===== config.mk =====
export PLATFORM = sky130hd
export DESIGN_NAME = rf_arbiter_flat
export DESIGN_NICKNAME = d
export VERILOG_FILES = /design/src/rtl/rf_arb_pkg.sv /design/src/rtl/rf_arbiter_if.sv /design/src/rtl/rr_arb2.sv /design/src/rtl/rf_arbiter.sv /design/src/flat_wrapper.sv
export SDC_FILE = /design/constraint.sdc
export NUM_CORES = 1
export LEC_CHECK = 0
export ABC_AREA = 1
export CAP_MARGIN = 20
export CORE_ASPECT_RATIO = 0.7
export CORE_MARGIN = 1.5
export CORE_UTILIZATION = 30
export DETAILED_ROUTE_END_ITERATION = 8
export GPL_TIMING_DRIVEN = 0
export PLACE_DENSITY_LB_ADDON = 0.12
export SLEW_MARGIN = 20
export SYNTH_ARGS = -nofsm -noshare
export SYNTH_HDL_FRONTEND = slang
export SYNTH_SLANG_ARGS = --single-unit

===== constraint.sdc =====
create_clock -name i_clk -period 2.6 [get_ports i_clk]
set_clock_uncertainty 0.05 [all_clocks]
set_input_delay 0.78 -clock i_clk [delete_from_list [all_inputs] [get_ports i_clk]]
set_output_delay 0.78 -clock i_clk [all_outputs]
set_load 0.01 [all_outputs]

===== src/rtl/rf_arb_pkg.sv =====
// Shared types and default widths for the register-file arbiter.
package rf_arb_pkg;

    localparam int DATA_WIDTH = 16;
    localparam int ADDR_WIDTH = 3;

    // Sequencer states: wait for a grant, strobe the file, take the read data.
    typedef enum logic [1:0] {
        IDLE    = 2'd0,
        ISSUE   = 2'd1,
        CAPTURE = 2'd2
    } state_e;

endpackage


===== src/rtl/rf_arbiter_if.sv =====
// Bundles both requester ports and the Register_File strobe bus.
// The slave modport is the arbiter's view; master is the requester/file side.
interface rf_arbiter_if
    import rf_arb_pkg::*;
#(
    parameter int DW = DATA_WIDTH,
    parameter int AW = ADDR_WIDTH
);
    logic          req0_valid;
    logic          req0_wr;
    logic [AW-1:0] req0_addr;
    logic [DW-1:0] req0_wr_data;
    logic          req0_ready;

    logic          req1_valid;
    logic          req1_wr;
    logic [AW-1:0] req1_addr;
    logic [DW-1:0] req1_wr_data;
    logic          req1_ready;

    logic          rsp0_valid;
    logic          rsp1_valid;
    logic [DW-1:0] rsp_rd_data;
    logic          busy;

    logic          rf_wr_en;
    logic          rf_rd_en;
    logic [AW-1:0] rf_address;
    logic [DW-1:0] rf_wr_data;
    logic [DW-1:0] rf_rd_data;

    modport slave (
        input  req0_valid, req0_wr, req0_addr, req0_wr_data,
        input  req1_valid, req1_wr, req1_addr, req1_wr_data,
        output req0_ready, req1_ready,
        output rsp0_valid, rsp1_valid, rsp_rd_data, busy,
        output rf_wr_en, rf_rd_en, rf_address, rf_wr_data,
        input  rf_rd_data
    );

    modport master (
        output req0_valid, req0_wr, req0_addr, req0_wr_data,
        output req1_valid, req1_wr, req1_addr, req1_wr_data,
        input  req0_ready, req1_ready,
        input  rsp0_valid, rsp1_valid, rsp_rd_data, busy,
        input  rf_wr_en, rf_rd_en, rf_address, rf_wr_data,
        output rf_rd_data
    );

endinterface


===== src/rtl/rr_arb2.sv =====
// Two-requester round-robin grant with a one-bit priority pointer.
// The pointer only moves on an accepted grant, toward the loser.
module rr_arb2 (
    input  logic       i_clk,
    input  logic       i_rst_n,
    input  logic [1:0] i_req,
    input  logic       i_en,
    input  logic       i_accept,
    output logic [1:0] o_gnt
);

    logic r_ptr;

    // Grant: the pointer holder wins a tie, a lone requester always wins.
    // NOTE: every output of a combinational block gets a default first so no latch is inferred.
    always_comb begin
        o_gnt = 2'b00;
        if (i_en) begin
            o_gnt[0] = i_req[0] & (~r_ptr | ~i_req[1]);
            o_gnt[1] = i_req[1] & ( r_ptr | ~i_req[0]);
        end
    end

    // Pointer: hand priority to the requester that was not served.
    // NOTE: sequential state uses non-blocking assignments so all flops update together.
    always_ff @(posedge i_clk or negedge i_rst_n) begin
        if (!i_rst_n) begin
            r_ptr <= 1'b0;
        end else if (i_accept) begin
            r_ptr <= ~o_gnt[1];
        end
    end

endmodule


===== src/rtl/rf_arbiter.sv =====
// Round-robin arbiter and sequencer that lets two requesters share one
// single-port Register_File: accept, strobe for one cycle, return read data.
module rf_arbiter
    import rf_arb_pkg::*;
(
    input  logic         i_clk,
    input  logic         i_rst_n,
    rf_arbiter_if.slave  bus
);

    state_e                r_state;
    state_e                w_state_nxt;
    logic [1:0]            w_req;
    logic [1:0]            w_gnt;
    logic                  w_accept;
    logic                  w_en;
    logic                  w_wr_en;
    logic                  w_rd_en;
    logic                  r_wr;
    logic                  r_owner;
    logic [ADDR_WIDTH-1:0] r_addr;
    logic [DATA_WIDTH-1:0] r_wr_data;
    logic [DATA_WIDTH-1:0] r_rsp_data;
    logic [1:0]            r_rsp_valid;

    assign w_req    = {bus.req1_valid, bus.req0_valid};
    assign w_accept = |w_gnt;
    // State is already IDLE during reset; the extra term keeps Ready low while reset is held.
    assign w_en     = (r_state == IDLE) & i_rst_n;

    rr_arb2 u_rr_arb2 (
        .i_clk    (i_clk),
        .i_rst_n  (i_rst_n),
        .i_req    (w_req),
        .i_en     (w_en),
        .i_accept (w_accept),
        .o_gnt    (w_gnt)
    );

    // State register.
    always_ff @(posedge i_clk or negedge i_rst_n) begin
        if (!i_rst_n) begin
            r_state <= IDLE;
        end else begin
            r_state <= w_state_nxt;
        end
    end

    // Next state and the one-cycle file strobes.
    always_comb begin
        w_state_nxt = r_state;
        w_wr_en     = 1'b0;
        w_rd_en     = 1'b0;
        unique case (r_state)
            IDLE: begin
                if (w_accept) w_state_nxt = ISSUE;
            end
            ISSUE: begin
                w_wr_en     = r_wr;
                w_rd_en     = ~r_wr;
                w_state_nxt = r_wr ? IDLE : CAPTURE;
            end
            CAPTURE: begin
                w_state_nxt = IDLE;
            end
            default: begin
                w_state_nxt = IDLE;
            end
        endcase
    end

    // Request latch: the winner's fields are sampled only at the accept edge.
    always_ff @(posedge i_clk or negedge i_rst_n) begin
        if (!i_rst_n) begin
            r_wr      <= 1'b0;
            r_owner   <= 1'b0;
            r_addr    <= '0;
            r_wr_data <= '0;
        end else if (w_accept) begin
            r_wr      <= w_gnt[1] ? bus.req1_wr      : bus.req0_wr;
            r_owner   <= w_gnt[1];
            r_addr    <= w_gnt[1] ? bus.req1_addr    : bus.req0_addr;
            r_wr_data <= w_gnt[1] ? bus.req1_wr_data : bus.req0_wr_data;
        end
    end

    // Response: register file data in CAPTURE and pulse the owner's valid.
    always_ff @(posedge i_clk or negedge i_rst_n) begin
        if (!i_rst_n) begin
            r_rsp_valid <= 2'b00;
            r_rsp_data  <= '0;
        end else begin
            r_rsp_valid <= 2'b00;
            if (r_state == CAPTURE) begin
                r_rsp_data  <= bus.rf_rd_data;
                r_rsp_valid <= r_owner ? 2'b10 : 2'b01;
            end
        end
    end

    assign bus.req0_ready  = w_gnt[0];
    assign bus.req1_ready  = w_gnt[1];
    assign bus.rsp0_valid  = r_rsp_valid[0];
    assign bus.rsp1_valid  = r_rsp_valid[1];
    assign bus.rsp_rd_data = r_rsp_data;
    assign bus.busy        = (r_state != IDLE);
    assign bus.rf_wr_en    = w_wr_en;
    assign bus.rf_rd_en    = w_rd_en;
    assign bus.rf_address  = r_addr;
    assign bus.rf_wr_data  = r_wr_data;

endmodule


===== src/flat_wrapper.sv =====
// flat-port wrapper written by rule: the top's interface ports become plain ports
module rf_arbiter_flat import rf_arb_pkg::*;
  (i_clk, i_rst_n, bus_req0_valid, bus_req0_wr, bus_req0_addr, bus_req0_wr_data, bus_req1_valid, bus_req1_wr, bus_req1_addr, bus_req1_wr_data, bus_req0_ready, bus_req1_ready, bus_rsp0_valid, bus_rsp1_valid, bus_rsp_rd_data, bus_busy, bus_rf_wr_en, bus_rf_rd_en, bus_rf_address, bus_rf_wr_data, bus_rf_rd_data);
  rf_arbiter_if bus_i ();
  input  logic i_clk;
  input  logic i_rst_n;
  input wire logic [$bits(bus_i.req0_valid)-1:0] bus_req0_valid;
  input wire logic [$bits(bus_i.req0_wr)-1:0] bus_req0_wr;
  input wire logic [$bits(bus_i.req0_addr)-1:0] bus_req0_addr;
  input wire logic [$bits(bus_i.req0_wr_data)-1:0] bus_req0_wr_data;
  input wire logic [$bits(bus_i.req1_valid)-1:0] bus_req1_valid;
  input wire logic [$bits(bus_i.req1_wr)-1:0] bus_req1_wr;
  input wire logic [$bits(bus_i.req1_addr)-1:0] bus_req1_addr;
  input wire logic [$bits(bus_i.req1_wr_data)-1:0] bus_req1_wr_data;
  output wire logic [$bits(bus_i.req0_ready)-1:0] bus_req0_ready;
  output wire logic [$bits(bus_i.req1_ready)-1:0] bus_req1_ready;
  output wire logic [$bits(bus_i.rsp0_valid)-1:0] bus_rsp0_valid;
  output wire logic [$bits(bus_i.rsp1_valid)-1:0] bus_rsp1_valid;
  output wire logic [$bits(bus_i.rsp_rd_data)-1:0] bus_rsp_rd_data;
  output wire logic [$bits(bus_i.busy)-1:0] bus_busy;
  output wire logic [$bits(bus_i.rf_wr_en)-1:0] bus_rf_wr_en;
  output wire logic [$bits(bus_i.rf_rd_en)-1:0] bus_rf_rd_en;
  output wire logic [$bits(bus_i.rf_address)-1:0] bus_rf_address;
  output wire logic [$bits(bus_i.rf_wr_data)-1:0] bus_rf_wr_data;
  input wire logic [$bits(bus_i.rf_rd_data)-1:0] bus_rf_rd_data;
  assign bus_i.req0_valid = bus_req0_valid;
  assign bus_i.req0_wr = bus_req0_wr;
  assign bus_i.req0_addr = bus_req0_addr;
  assign bus_i.req0_wr_data = bus_req0_wr_data;
  assign bus_i.req1_valid = bus_req1_valid;
  assign bus_i.req1_wr = bus_req1_wr;
  assign bus_i.req1_addr = bus_req1_addr;
  assign bus_i.req1_wr_data = bus_req1_wr_data;
  assign bus_req0_ready = bus_i.req0_ready;
  assign bus_req1_ready = bus_i.req1_ready;
  assign bus_rsp0_valid = bus_i.rsp0_valid;
  assign bus_rsp1_valid = bus_i.rsp1_valid;
  assign bus_rsp_rd_data = bus_i.rsp_rd_data;
  assign bus_busy = bus_i.busy;
  assign bus_rf_wr_en = bus_i.rf_wr_en;
  assign bus_rf_rd_en = bus_i.rf_rd_en;
  assign bus_rf_address = bus_i.rf_address;
  assign bus_rf_wr_data = bus_i.rf_wr_data;
  assign bus_i.rf_rd_data = bus_rf_rd_data;
  rf_arbiter u_core (.i_clk(i_clk), .i_rst_n(i_rst_n), .bus(bus_i));
endmodule

==> results by group, run 1 <==
Run status
  • Status: finished clean

Logic synthesis
  • Syn nets: 297
  • Ys Warns: 0
  • Syn avg cell area: 8.764 um2
  • Seq/Total Area, Yosys: 50.60%
  • Syn Std Cell Area: a little over 2000 um2
  • Gate Count Post-Synth: 237
  • Synth unique cells: 18
  • Register bit count reported by yosys: 42

Timing
  • Final Slew Violations: 0
  • Slew @ Worst Pin: 245.0 ps
  • Fin crit share: 96.58%
  • RSZ-0062 raised after global routing: no
  • Final Hold Viols: 0
  • Fin crit period: about 2500 ps
  • Max Clk Rate: around 400 MHz
  • # setup viols final: 0
  • Slew headroom: 83.67%

Floorplanning
  • Area of the core: 6725 um2
  • Standard-cell rows: 25
  • Num ports: 102
  • Die Y: 72.62 um
  • Initial Utilization: 30.88%
  • Die Footprint: 7439 um2
  • Die Span X: 102.5 um

Global route
  • Largest net degree at the start of global routing: 17
  • Total GRT Usage: 15.19%
  • Vias in the first global route: roughly 1,800
  • First-pass GRT wire length: roughly 8600 um
  • Grt total ovfl: 0
  • Initial antenna violation count: 0

Finish
  • Final Util: 51.33%
  • Fin area: 3452 um2
  • Commonest non-fill, non-tap cells in the layout: clkdlybuf4s50_1, nand3_1, inv_1
  • Layout cells sized above 1: ~18%
  • Reg area: 1051 um2
  • Fill cells: 655
  • Multi-input gate area in the final layout: 754.5 um2
  • Final #Nets: 415
  • ANT cells: 0
  • Commonest non-fill, non-tap cell in the layout: clkdlybuf4s50_1
  • Layout area overhead: 66.20%

Clock network
  • CTS clk-pin slew, worst paths: 80 ps
  • # clock sinks: 42
  • CTS tree: yes
  • Hold_buf cts: 0
  • H-tree levels: 2
  • Clk Tree Root Cell: clkbuf_8
  • CTS Buf Count: 5
  • Clk_lat worst skew: 290 ps
  • Clk buf depth: 2

Critical path
  • CP required: 1770 ps
  • Reg2reg setup slack: approximately 1000 ps
  • Worst reg2reg path depth: 9
  • CP endpoint kind: output pin
  • Arrival time at the worst endpoint: 1680 ps
  • Critical path class: in -> out
  • Worst r2r src: u_core.r_state[1]
  • Critical R2R Capture: u_core.bus.rf_wr_data[14]
  • CP Launch Type: primary input
  • Worst Path Max Fanout: 10

Placed design
  • DP HPWL: 3992 um
  • Input/output buffers: 101
  • GPL Wtd Cong: 0.7270
  • Post-place instance area: 3221 um2

Power and ir drop
  • Switching share of total power: 32.24%
  • Switch Pwr: between 1 and 1.5 mW
  • VDD IR max: 0.3273 mV
  • Sequential share of power: 35.6%
  • Int Power: 2.117 mW
  • Total Power: 3.124 mW
  • Comb power frac: 47.9%
  • Leak: 1.721 nW
  • Clock Power Share: between 10% and 20%
  • Pwr Density: 905.1 nW/um2

Detailed routing
  • Drt pass-1 iters: 4
  • Initial DRC count: 43
  • Final ANT Viol Nets: 0
  • # DRC: 0
  • Via count: 1,911
  • Vias per cell: 4.247
  • Wire per inst: between 10 and 15 um
  • Final wirelength: 5495 um

Hold path
  • Worst hold path class: in -> async

Flow run
  • Max Cap Violations: 0
-- area by class of cell --
type,count,share of cell area [%]
plain buffers,13,3.117
clock buffers,6,2.102
clock inverters,2,1.087
inverters,48,5.219
multi-input cells,134,21.86
flip-flops and latches,42,30.45
well taps,94,3.407
repair buffers,111,32.77
-- routing by layer --
layer	vias to the layer above	routed length, um	track usage [%]
li1	974	-	-
met1	854	2615	20.79
met2	76	2391	23.40
met3	7	435	4.023
met4	0	53	5.175
met5	-	0	0
-- worst max-delay path by stage --
stage                     cells after the start    start        endpoint
after floorplan                               5  i_rst_n  bus_req0_ready
after global placement                        7  i_rst_n  bus_req0_ready
after detailed placement                      8  i_rst_n  bus_req0_ready
after CTS                                     8  i_rst_n  bus_req0_ready
after global routing                          8  i_rst_n  bus_req1_ready
final                                         8  i_rst_n  bus_req1_ready
-- power groups by stage --
stage	Sequential [mW]	Clock, mW	Combinational [mW]
2_1_floorplan	1.24	0	0.538
3_3_place_gp	1.12	0	1.45
3_5_place_dp	1.12	0	1.48
4_1_cts	1.11	0.540	1.51
5_1_grt	1.14	0.558	1.63
6_report	1.11	0.517	1.50
-- critical path, cell delays in order --
cell             delay (ps)
buf_16                   80
buf_12                   90
inv_1                    50
nor2_4                  170
nand2_4                  70
buf_6                   140
inv_2                    70
clkdlybuf4s15_2         220
-- through the flow --
| step | cells | hold WS (ps) | setup slack [ps] | setup TNS (ps) |
|---|---|---|---|---|
| 6_report | 450 | 288.1 | 88.79 | 0 |
| 2_1_floorplan | 237 | 353.0 | 429.1 | 0 |
| 5_1_grt | 450 | 274.8 | 33.94 | 0 |
| 4_1_cts | 447 | 209.8 | 19.62 | 0 |
| 3_3_place_gp | 432 | 361.3 | -2429 | -58330 |
| 3_5_place_dp | 433 | 359.5 | -829.0 | -1627 |
-- synthesized netlist by cell type --
library cell  instances  area (um2)
a21oi_2               2       17.52
and3_1                1       6.260
buf_2                 2       10.01
buf_4                 8       60.06
buf_6                 3       33.78
dfrtp_1              42        1051
inv_1                44       165.2
inv_2                 4       15.01
mux2_2               16       180.2
nand2_1              44       165.2
nand2_2               2       12.51
nand2_4               1       11.26
nand3_1              61       305.3
nand3_2               1       10.01
nor2_1                2       7.510
nor2_4                1       11.26
nor3_1                2       10.01
o21ai_0               1       5.000
-- timing repair --
item	in CTS	in global routing
gates resized for setup	17	4
setup endpoints to repair	2	2
gates cloned	1	0
buffers inserted	5	3
pin swaps	2	1
-- cell families after synthesis --
group                  after synthesis  share of synthesized area (%)
multiplexers                        16                          8.675
flip-flops                          42                          50.60
AO/OA/AOI/OAI                        3                          1.084
buffers and inverters               61                          13.67
AND/OR/NAND/NOR                    115                          25.96
-- sequential cells by signal, indices dropped and copies added, names as in the netlist --
| signal | cells |
|---|---|
| u_core.bus.rf_address | 3 |
| u_core.bus.rf_wr_data | 16 |
| u_core.bus.rsp_rd_data | 16 |
| u_core.r_owner | 1 |
| u_core.r_rsp_valid | 2 |
| u_core.r_state | 2 |
| u_core.r_wr | 1 |
| u_core.u_rr_arb2.r_ptr | 1 |
No activity file was read; power rests on OpenSTA's default activity.
==> inputs of run 2 (changes only) <==
Settings changed: MAX_ROUTING_LAYER from default to met4.
==> results by group, run 2 (synthesized netlist as in run 1, its figures left out) <==
Global route
  • Total GRT Usage: between 15 and 20%
  • First-pass GRT wire length: about 8500 um
  • Initial antenna violation count: 0
  • Vias in the first global route: roughly 1,800
  • Largest net degree at the start of global routing: 17
  • Grt total ovfl: 0

Finish
  • Fin area: 3452 um2
  • ANT cells: 0
  • Commonest non-fill, non-tap cell in the layout: clkdlybuf4s50_1
  • Final Util: 51.33%
  • Final #Nets: between 400 and 500
  • Layout area overhead: 66.20%
  • Post-route insts no fill: 450
  • Commonest non-fill, non-tap cells in the layout: clkdlybuf4s50_1, nand3_1, inv_1
  • Layout cells sized above 1: between 15 and 20%

Timing
  • RSZ-0062 raised after global routing: no
  • Fin crit period: 2512 ps
  • Final Slew Violations: 0
  • Fin crit share: 96.60%
  • Slew @ Worst Pin: between 200 and 250 ps
  • # setup viols final: 0
  • Slew headroom: between 80% and 90%
  • Final Hold Viols: 0
  • Max Clk Rate: 398.1 MHz

Detailed routing
  • Wire per inst: approximately 12 um
  • Via count: 1,919
  • Final wirelength: 5483 um
  • Initial DRC count: 44
  • Vias per cell: 4.264
  • Drt pass-1 iters: 4
  • # DRC: 0
  • Final ANT Viol Nets: 0

Critical path
  • Arrival time at the worst endpoint: 1680 ps
  • Worst Path Max Fanout: 10
  • Worst r2r src: u_core.r_state[1]
  • CP Launch Type: primary input
  • Critical path class: in -> out
  • CP required: roughly 1800 ps
  • Crit path from: i_rst_n
  • CP endpoint kind: output pin

Power and ir drop
  • Pwr Density: between 900 and 1000 nW/um2
  • Leak: 1.721 nW
  • VDD IR max: 0.3273 mV

Hold path
  • Worst hold path class: in -> async

Placed design
  • Placed cell count: 433
  • GPL Wtd Cong: 0.7356
  • Post-place instance area: between 3000 and 4000 um2
  • DP HPWL: 3992 um
  • Input/output buffers: 101

Run status
  • Status: finished clean

Clock network
  • # clock sinks: 42
  • CTS tree: yes
  • Clk_lat worst skew: ~300 ps
  • Clk Tree Root Cell: clkbuf_8
  • CTS Buf Count: 5
  • Hold_buf cts: 0
  • CTS clk-pin slew, worst paths: 80 ps
  • H-tree levels: 2
  • Clk buf depth: 2

Floorplanning
  • Die Y: 72.62 um
  • Die Footprint: roughly 7400 um2
  • Die Span X: 102.5 um
  • Num ports: 102
  • Area of the core: ~6700 um2
  • Standard-cell rows: 25
  • Initial Utilization: 30.88%

Flow run
  • Max Cap Violations: 0
==> run 2: cell counts in the layout (fill, tap and decap cells not counted) <==
Identical to the previous run, type by type.
==> run 2: timing repair <==
action	CTS	global route
setup buffers	5	3
endpoints found under the setup margin	2	2
resized for setup	17	4
pin swaps	2	1
gates cloned	1	0
==> run 2: report_power, final <==
| part | switching, mW | total, mW | internal [mW] |
|---|---|---|---|
| combinational | 0.618 | 1.50 | 0.878 |
| sequential | 0.159 | 1.11 | 0.953 |
| clock | 0.228 | 0.515 | 0.287 |
| total | 1.01 | 3.12 | 2.12 |
==> run 2: worst max-delay path: stages <==
cell             delay (ps)
buf_16                   80
buf_12                   90
inv_1                    50
nor2_4                  170
nand2_4                  70
buf_6                   140
inv_2                    70
clkdlybuf4s15_2         220
==> run 2: routing by layer <==
layer	share of wire (%)	global-route usage [%]	wire, um	up-vias
li1	-	-	-	974
met1	48	20.97	2619	857
met2	44	23.47	2390	81
met3	7.7	3.544	421	7
met4	0.93	5.175	51	0
met5	0	-	0	-
==> run 2: worst paths after layout <==
kind,slack (ps),endpoint,cells after the start
worst min-delay path,290,u_core.bus.rsp_rd_data[0],2
worst min register to register,370,u_core.r_rsp_valid[0],1
max in group asynchronous,1670,u_core.bus.rsp_rd_data[3],3
min in group i_clk,370,u_core.r_rsp_valid[0],1
worst max-delay path,90,bus_req1_ready,8
worst max register to register,1030,u_core.bus.rf_wr_data[14],9
==> run 2: per-stage QoR <==
step | hold WS [ps] | setup TNS (ps) | power, mW | setup slack (ps)
after floorplan | 353.0 | 0 | 1.781 | 429.1
after global placement | 361.3 | -58330 | 2.570 | -2429
after detailed placement | 359.5 | -1627 | 2.598 | -829.0
after CTS | 209.8 | 0 | 3.167 | 19.62
after global routing | 274.8 | 0 | 3.329 | 33.94
final | 287.9 | 0 | 3.123 | 88.30
==> run 2: cell type report <==
| class | count | area (um2) |
|---|---|---|
| buffer | 13 | 107.6 |
| clock buffer | 6 | 72.57 |
| clock inverter | 2 | 37.54 |
| fill | 655 | 3273 |
| inverter | 48 | 180.2 |
| multi-input combinational | 134 | 754.5 |
| sequential | 42 | 1051 |
| tap | 94 | 117.6 |
| timing repair buffer | 111 | 1131 |
==> inputs of run 3 (changes only) <==
Settings changed: CTS_CLUSTER_DIAMETER from default to 60, SKIP_LAST_GASP from default to 1.
==> results of run 3 <==
Same layout as run 2: the final DEF is identical, and so are final timing and power.
